## src/rtl/cpu_arb_pkg.sv

```systemverilog
// Shared types and default sizes for the RAM port arbiter between the CPU and the front-panel programmer.
package cpu_arb_pkg;

   localparam int ARB_ADDR_W       = 4;
   localparam int ARB_DATA_W       = 8;
   localparam int ARB_DRAIN_CYCLES = 2;
   localparam int ARB_TIMEOUT      = 255;

   typedef enum logic [2:0] {
      ST_CPU_OWN  = 3'd0,
      ST_WAIT_BND = 3'd1,
      ST_DRAIN    = 3'd2,
      ST_PG_IDLE  = 3'd3,
      ST_PG_ACC   = 3'd4,
      ST_RELEASE  = 3'd5
   } arb_state_e;

endpackage

```

## src/rtl/arb_down_counter.sv

```systemverilog
// Loadable down-counter with zero flag; serves both the drain wait and the boundary-wait timeout.
module arb_down_counter #(
   parameter int W = 8
) (
   input  logic         clk,
   input  logic         rst,
   input  logic         load,
   input  logic [W-1:0] load_val,
   input  logic         dec,
   output logic         zero
);

   logic [W-1:0] cnt_q, cnt_d;

   always_comb begin
      cnt_d = cnt_q;
      if (load)
         cnt_d = load_val;
      else if (dec && (cnt_q != '0))
         cnt_d = cnt_q - 1'b1;
   end

   always_ff @(posedge clk or posedge rst) begin
      if (rst) cnt_q <= '0;
      else     cnt_q <= cnt_d;
   end

   assign zero = (cnt_q == '0);

endmodule

```

## src/rtl/ram_port_arbiter.sv

```systemverilog
// Hands the RAM port between the CPU and the front-panel programmer, stalling the CPU at an instruction boundary.
// Optional boundary-wait timeout with sticky flag is enabled by defining RAM_ARB_TIMEOUT_EN.
//
// state     | meaning
// CPU_OWN   | CPU drives the RAM port, no session
// WAIT_BND  | session requested, waiting for CPU fetch T0
// DRAIN     | CPU stalled, letting delayed control lines settle
// PG_IDLE   | programmer granted, waiting for a strobe
// PG_ACC    | single programmer access on the port
// RELEASE   | one idle cycle before the CPU resumes
module ram_port_arbiter
   import cpu_arb_pkg::*;
#(
   parameter int ADDR_W       = ARB_ADDR_W,
   parameter int DATA_W       = ARB_DATA_W,
   parameter int DRAIN_CYCLES = ARB_DRAIN_CYCLES,
   parameter int TIMEOUT      = ARB_TIMEOUT
) (
   input  logic              clk,
   input  logic              rst,
   input  logic              cpu_boundary,
   input  logic [ADDR_W-1:0] cpu_addr,
   input  logic [DATA_W-1:0] cpu_wdata,
   input  logic              cpu_we,
   input  logic              cpu_re,
   output logic [DATA_W-1:0] cpu_rdata,
   output logic              cpu_stall,
   input  logic              pg_session,
   input  logic              pg_strobe,
   input  logic              pg_we,
   input  logic [ADDR_W-1:0] pg_addr,
   input  logic [DATA_W-1:0] pg_wdata,
   output logic              pg_grant,
   output logic              pg_ack,
   output logic [DATA_W-1:0] pg_rdata,
   output logic [ADDR_W-1:0] ram_addr,
   output logic [DATA_W-1:0] ram_wdata,
   output logic              ram_we,
   output logic              ram_re,
   input  logic [DATA_W-1:0] ram_rdata,
   output logic              timeout_flag
);

   // Counter is sized for the larger of the two loads it has to hold.
   localparam int CNT_MAX = (TIMEOUT > DRAIN_CYCLES) ? TIMEOUT : DRAIN_CYCLES;
   localparam int CNT_W   = $clog2(CNT_MAX + 1);
   localparam logic [CNT_W-1:0] DRAIN_LD = CNT_W'(DRAIN_CYCLES - 1);
`ifdef RAM_ARB_TIMEOUT_EN
   localparam logic [CNT_W-1:0] TIMEOUT_LD = CNT_W'(TIMEOUT - 1);
`endif

   arb_state_e        state_q, state_d;
   logic [ADDR_W-1:0] acc_addr_q, acc_addr_d;
   logic [DATA_W-1:0] acc_wdata_q, acc_wdata_d;
   logic              acc_we_q, acc_we_d;
   logic [DATA_W-1:0] pg_rdata_q, pg_rdata_d;
   logic              pg_ack_q, pg_ack_d;
   logic              cnt_load, cnt_dec, cnt_zero;
   logic [CNT_W-1:0]  cnt_val;
`ifdef RAM_ARB_TIMEOUT_EN
   logic              timeout_flag_q, timeout_flag_d;
`endif

   arb_down_counter #(.W(CNT_W)) u_cnt (
      .clk      (clk),
      .rst      (rst),
      .load     (cnt_load),
      .load_val (cnt_val),
      .dec      (cnt_dec),
      .zero     (cnt_zero)
   );

   always_comb begin
      state_d     = state_q;
      acc_addr_d  = acc_addr_q;
      acc_wdata_d = acc_wdata_q;
      acc_we_d    = acc_we_q;
      pg_rdata_d  = pg_rdata_q;
      pg_ack_d    = 1'b0;
      cnt_load    = 1'b0;
      cnt_dec     = 1'b0;
      cnt_val     = DRAIN_LD;
`ifdef RAM_ARB_TIMEOUT_EN
      timeout_flag_d = timeout_flag_q;
`endif
      case (state_q)
         ST_CPU_OWN: begin
            if (pg_session) begin
               state_d = ST_WAIT_BND;
`ifdef RAM_ARB_TIMEOUT_EN
               cnt_load = 1'b1;
               cnt_val  = TIMEOUT_LD;
`endif
            end
         end
         ST_WAIT_BND: begin
            if (!pg_session) begin
               state_d = ST_CPU_OWN;
            end else if (cpu_boundary) begin
               state_d  = ST_DRAIN;
               cnt_load = 1'b1;
`ifdef RAM_ARB_TIMEOUT_EN
            end else if (cnt_zero) begin
               state_d        = ST_DRAIN;
               cnt_load       = 1'b1;
               timeout_flag_d = 1'b1;
            end else begin
               cnt_dec = 1'b1;
`endif
            end
         end
         ST_DRAIN: begin
            cnt_dec = 1'b1;
            if (!pg_session)   state_d = ST_RELEASE;
            else if (cnt_zero) state_d = ST_PG_IDLE;
         end
         ST_PG_IDLE: begin
            if (!pg_session) begin
               state_d = ST_RELEASE;
            end else if (pg_strobe) begin
               state_d     = ST_PG_ACC;
               acc_addr_d  = pg_addr;
               acc_wdata_d = pg_wdata;
               acc_we_d    = pg_we;
            end
         end
         ST_PG_ACC: begin
            // The access always finishes, even if the session drops this cycle.
            pg_ack_d = 1'b1;
            if (!acc_we_q) pg_rdata_d = ram_rdata;
            state_d = pg_session ? ST_PG_IDLE : ST_RELEASE;
         end
         ST_RELEASE: state_d = ST_CPU_OWN;
         default:    state_d = ST_CPU_OWN;
      endcase
   end

   always_ff @(posedge clk or posedge rst) begin
      if (rst) begin
         state_q     <= ST_CPU_OWN;
         acc_addr_q  <= '0;
         acc_wdata_q <= '0;
         acc_we_q    <= 1'b0;
         pg_rdata_q  <= '0;
         pg_ack_q    <= 1'b0;
      end else begin
         state_q     <= state_d;
         acc_addr_q  <= acc_addr_d;
         acc_wdata_q <= acc_wdata_d;
         acc_we_q    <= acc_we_d;
         pg_rdata_q  <= pg_rdata_d;
         pg_ack_q    <= pg_ack_d;
      end
   end

`ifdef RAM_ARB_TIMEOUT_EN
   always_ff @(posedge clk or posedge rst) begin
      if (rst) timeout_flag_q <= 1'b0;
      else     timeout_flag_q <= timeout_flag_d;
   end
   assign timeout_flag = timeout_flag_q;
`else
   assign timeout_flag = 1'b0;
`endif

   always_comb begin
      ram_addr  = cpu_addr;
      ram_wdata = cpu_wdata;
      ram_we    = 1'b0;
      ram_re    = 1'b0;
      case (state_q)
         ST_CPU_OWN, ST_WAIT_BND: begin
            ram_we = cpu_we;
            ram_re = cpu_re;
         end
         ST_PG_ACC: begin
            ram_addr  = acc_addr_q;
            ram_wdata = acc_wdata_q;
            ram_we    = acc_we_q;
            ram_re    = ~acc_we_q;
         end
         default: ;
      endcase
   end

   assign cpu_stall = (state_q == ST_DRAIN) || (state_q == ST_PG_IDLE) ||
                      (state_q == ST_PG_ACC) || (state_q == ST_RELEASE);
   assign pg_grant  = (state_q == ST_PG_IDLE) || (state_q == ST_PG_ACC);
   assign pg_ack    = pg_ack_q;
   assign pg_rdata  = pg_rdata_q;
   assign cpu_rdata = ram_rdata;

endmodule

```

## config.mk

```make
export PLATFORM = sky130hd
export DESIGN_NAME = ram_port_arbiter
export DESIGN_NICKNAME = d
export VERILOG_FILES = /design/src/rtl/cpu_arb_pkg.sv /design/src/rtl/arb_down_counter.sv /design/src/rtl/ram_port_arbiter.sv
export SDC_FILE = /design/constraint.sdc
export NUM_CORES = 1
export LEC_CHECK = 0
export CORE_ASPECT_RATIO = 0.5
export CORE_MARGIN = 2
export CORE_UTILIZATION = 38
export DETAILED_ROUTE_END_ITERATION = 10
export HOLD_SLACK_MARGIN = 0.12
export PLACE_DENSITY = 0.79
export SYNTH_ARGS = -nofsm -noshare
export SYNTH_HDL_FRONTEND = slang
export SYNTH_SLANG_ARGS = --single-unit
```

## constraint.sdc

```tcl
create_clock -name clk -period 2.09 [get_ports clk]
set_clock_uncertainty 0.1 [all_clocks]
set_input_delay 0.418 -clock clk [delete_from_list [all_inputs] [get_ports clk]]
set_output_delay 0.418 -clock clk [all_outputs]
set_load 0.01 [all_outputs]
```

# == Word-level counts from Yosys, hierarchy flattened ==
# Index checks and enable logic that the tools add are counted.
# totals
out_inout_bits,34
wordCells,51
register_bits,33
in_bits,40
# classes
n_addsub,1
n_bitwise,1
n_mux,20
eq_ne,9
reduce_logical,13
# ops
op,n
two-way mux 3 bit,8
two-way mux 8 bit,3
case mux 3 bit (5 select lines),1
"!= test 3 bit, second input constant",3
zero test 8 bit,1
nonzero test 8 bit,1
"subtractor 8 x 1 -> 8 bit, second input constant",1
"equality test 3 x 2 -> 1 bit, second input constant",2
"equality test 3 bit, second input constant",2
two-way mux 1 bit,5
logical OR 1 bit,4
two-way mux 4 bit,1
case mux 1 bit (2 select lines),2
AND reduction 4 bit,1
"equality test 3 x 1 -> 1 bit, second input constant",1
zero test 3 bit,1
AND reduction 3 bit,1
"!= test 2 bit, second input constant",1
AND reduction 2 bit,1
nonzero test 2 bit,1
OR reduction 2 bit,1
logical AND 1 bit,1
inverter 1 bit,1

# == Longest topological paths before layout ==
# logic_depth
word_depth,5
mapped_depth,7
depth_no_buf,5

# == Hierarchy ==
# Synthesis repeated with hierarchy kept, for this count alone.
# unflattened
hier_cells,161
area_unflattened_um2,1823.0
# by_module_without_submodules
mod,instances,area_per_inst_um2,cells_per_inst,seq_area_each_um2
ram_port_arbiter,1,1327.5,108,625.6
arb_down_counter,1,495.5,53,200.2

# == Worst setup path after synthesis ==
# OpenSTA, ideal clock, no wires.
# synth_path
kind,reg2reg
start,register u_cnt.cnt_q[0]
end,register u_cnt.cnt_q[0]
period_less_slack_ns,1.976
path_buffers,1
required_time_ns,1.865
slack_ns,0.114
stages_incl_launch_ff,7
arrival_ns,1.752
setup_time_ns,0.125
path_cell_list,dfrtp_1 -> inv_1 -> ha_1 -> or3b_2 -> clkbuf_1 -> o21ai_1 -> mux2_2
# synth_between
elab_chain_cells,3
word_cells_on_any_way,6
classes_between,add/sub (1); mux (2); reduce/logical (3)
# synth_lines
element,line_no,source
start: declaration,arb_down_counter.sv:13,"logic [W-1:0] cnt_q, cnt_d;"
start signal: assignment,arb_down_counter.sv:25,else cnt_q <= cnt_d;
subtractor 8 x 1 -> 8 bit / nonzero test 8 bit (equally long branches),"arb_down_counter.sv:20, arb_down_counter.sv:19",
two-way mux 8 bit / logical AND 1 bit (equally long branches),arb_down_counter.sv:19,else if (dec && (cnt_q != '0))
two-way mux 8 bit / nonzero test 2 bit (equally long branches),--,
# Several ways; a longest one is shown, not always the timed one. The select of a mux whose other input is x is not followed.
# A chain may end at the register's enable or synchronous reset.

# == Final worst setup path ==
# layout_path
start,register state_q[1]
end,output port ram_re
# layout_between
elab_chain_cells,3
word_cells_on_any_way,5
classes_between,eq/ne (2); mux (1); reduce/logical (2)
# layout_lines
element,line_no,source
start: declaration,ram_port_arbiter.sv:52,"arb_state_e state_q, state_d;"
start signal: assignment,ram_port_arbiter.sv:147,state_q <= state_d;
equality test 3 x 1 -> 1 bit / zero test 3 bit (equally long branches),ram_port_arbiter.sv:171,case (state_q)
OR reduction 2 bit,ram_port_arbiter.sv:171,
case mux 1 bit (2 select lines) (*),ram_port_arbiter.sv:171,
end: declaration,ram_port_arbiter.sv:39,"output logic ram_re,"
# Mark *: on every way between the ends. The rest lies on a longest branch, timed or not.

==> flow_summary_export.csv <==
group,metric,value,unit
status,outcome,"finished with violations",
status,violations,"negative setup slack",
yosys,async_flop_share,100,%
layout,area_delta_synth_final,50.7,%
clocking,cts_tree,"built",
clocking,cts_num_sinks,33,
pwr,peakVddDrop,0.000478,V
clocking,cts_inserted_buffers,5,
pwr,p_leak,1.25,nW
yosys,yosysUniqueCellTypes,40,
place,hpwl,3570,um
layout,nets,297,
yosys,synth_cells,177,
yosys,synth_edf_count,0,
layout,finish.instance_area,0.00268,mm2
drt,routed_wl,4870,um
timing,period_needed,2130,ps
clocking,h-tree-depth,2,
drt,wl_per_cell,15.6,um
floorplan,die_h,52.4,um
timing,layout_setup_ws,-44.0,ps
yosys,syn_area_per_cell,10.0,um2
layout,register_area,826,um2
layout,final_layout_size_suffix_gt1_share,32.2,%
setup_path,crit_buf_inv,2,
drt,drcViolationCount,0,
drt,via_per_inst,5.14,
layout,multi_input_area,875,um2
place,port_buffers,72,
drt,ant_nets,0,
floorplan,dieArea,0.00527,mm2
place,placed_cell_area,0.00255,mm2
setup_path,cp_slowest_cell,"or3b_4",
layout,fill_cells,358,
setup_path,cp.required,1570,ps
layout,layout_common_cells,"clkdlybuf4s50_1 (56), dfrtp_1 (33), nand2_1 (32)",
setup_path,path_cells,"or3b_4 > buf_6 > nor2_4 > a21o_1 > buf_2",
drt,vias,1605,
grt,antenna_found_initial,0,
yosys,syn-num-nets,220,
worst_hold_path,worstHoldPathType,"input port to async pin",
yosys,synth-seq-area-share,46.4,%
setup_path,endpoint_kind,"primary output",
setup_path,critPathTopFamily,"simple AND/OR/NAND/NOR gates",
layout,final_common_cell,"clkdlybuf4s50_1",
drt,drtPass1Iterations,4,
layout,instances_no_fill,312,
yosys,synth_seq_cells,33,
setup_path,crit_fanout,5,
layout,antenna_cells,0,
floorplan,ios,74,
setup_path,critPathKind,"register to primary output",
timing,grt_setup_unrepaired,"yes",
timing,fin_crit_sh,102,%
timing,slew_violations,0,
clocking,clockBufferDepth,2,
job,cap_violations,0,
grt,gr-total-overflow,0,
place,dp_cells,300,
setup_path,crit_path_start_kind,"register",
grt,grt_first_pass_wirelength,7910,um
pwr,p_per_area,1260,mW/mm2
yosys,synth_ff_type,"dfrtp_1",
floorplan,core_area,0.00445,mm2
timing,finalSetupViolCount,5,
grt,grt_pass1_vias,1603,
clocking,hold_buffers,0,
grt,grt_max_degree,32,
setup_path,cp_data_arrival_time,1620,ps
yosys,ys_warn_count,0,
grt,grt.total_usage,19.8,%
timing,fmax,469,MHz
yosys,syn-cell-area,0.00178,mm2
floorplan,chipWidth,101,um
place,globalplace.congestion,0.870,
clocking,clk_latency,280,ps
clocking,clk_pin_slew_worst_paths,70,ps
clocking,clockRootBuffer,"clkbuf_8",
setup_path,crit_path_max_incr_delay,490,ps
floorplan,rows,17,
drt,drtIter0Drc,49,
timing,hold_viol_final,0,
floorplan,start_util,40.0,%
## through the flow
| step | hold WS, ps | setup TNS [ps] | total power (W) | util [%] | setup WS, ps |
|---|---|---|---|---|---|
| 4_1_cts | 189 | -139 | 0.00329 | 59.0 | -55.5 |
| 2_1_floorplan | 356 | 0 | 0.00206 | - | 114 |
| 3_5_place_dp | 389 | -2120 | 0.00285 | 57.5 | -172 |
| 6_report | 197 | -59.4 | 0.00337 | 60.3 | -44.0 |
| 5_1_grt | 200 | -691 | 0.00363 | 60.3 | -98.2 |
| 3_3_place_gp | 389 | -1380 | 0.00277 | 57.5 | -124 |
## synth_stat cells (all sizes together), types with 2 or more instances
cell / number / share of area [%]
a21bo: 2 / 1.1
a21oi: 4 / 1.1
buf: 12 / 4.6
clkbuf: 6 / 1.3
dfrtp: 33 / 46
ha: 3 / 2.1
inv: 7 / 1.5
mux2: 22 / 14
mux2i: 4 / 2.3
nand2: 43 / 9.1
nand4b: 2 / 0.99
nor2: 6 / 1.7
o2111ai: 3 / 1.5
o21ai: 8 / 2.3
or3b: 2 / 0.99
## metal layers
layer  up-vias  global-route usage [%]  part of all wire, %
met1       809                    24.1                   43
li1        757                       -                    -
met3         6                    4.27                  2.9
met4         0                    7.08                 0.78
met5         -                       0                    0
met2        33                    35.2                   54
## power by group
group	internal (W)	switching (W)	total (W)
clock	0.000229	0.000235	0.000464
sequential	0.000926	0.000184	0.00111
combinational	0.000952	0.000847	0.00180
## path summary, 6_finish.rpt
path	start	end	slack, ps	depth (start not counted)
max	state_q[1]$_DFFE_PP0P_	ram_re	-40	5
min	rst	pg_rdata[1]$_DFFE_PP0P_	200	2
max reg2reg	u_cnt.cnt_q[0]$_DFFE_PP0P_	u_cnt.cnt_q[3]$_DFFE_PP0P_	110	6
min reg2reg	acc_wdata_q[5]$_DFFE_PP0P_	acc_wdata_q[5]$_DFFE_PP0P_	410	1
max in group asynchronous	rst	pg_rdata[2]$_DFFE_PP0P_	1110	3
min in group clk	acc_wdata_q[5]$_DFFE_PP0P_	acc_wdata_q[5]$_DFFE_PP0P_	410	1
## cells by family after synthesis
logic type | Yosys count | synth area share (%)
buffers and inverters | 25 | 7.39
adders and majority gates | 3 | 2.11
AOI/OAI and AO/OA | 24 | 9.29
DFF | 33 | 46.4
other | 1 | 0.211
muxes | 26 | 16.2
and+or+nand+nor | 65 | 18.4
## final cells by class
type	instances	share of cell area, %
Clock inverter	3	0.654
Sequential cell	33	30.8
Tap cell	57	2.66
Timing Repair Buffer	87	29.1
Inverter	7	1.26
Timing Repair inverter	1	0.234
Clock buffer	5	2.57
Multi-Input combinational cell	119	32.6
## flip-flops by register name, summed over array words and instances (netlist names)
register / count
state_q: 3
pg_rdata: 8
acc_addr_q: 4
acc_wdata_q: 8
acc_we_q: 1
u_cnt.cnt_q: 8
pg_ack: 1
## what timing repair did
item	in CTS	in global routing
pin swaps	2	17
cloned	2	0
gates resized for setup	71	16
buffers inserted	1	1
endpoints found under the setup margin	16	17
(Power assumes the default switching activity.)
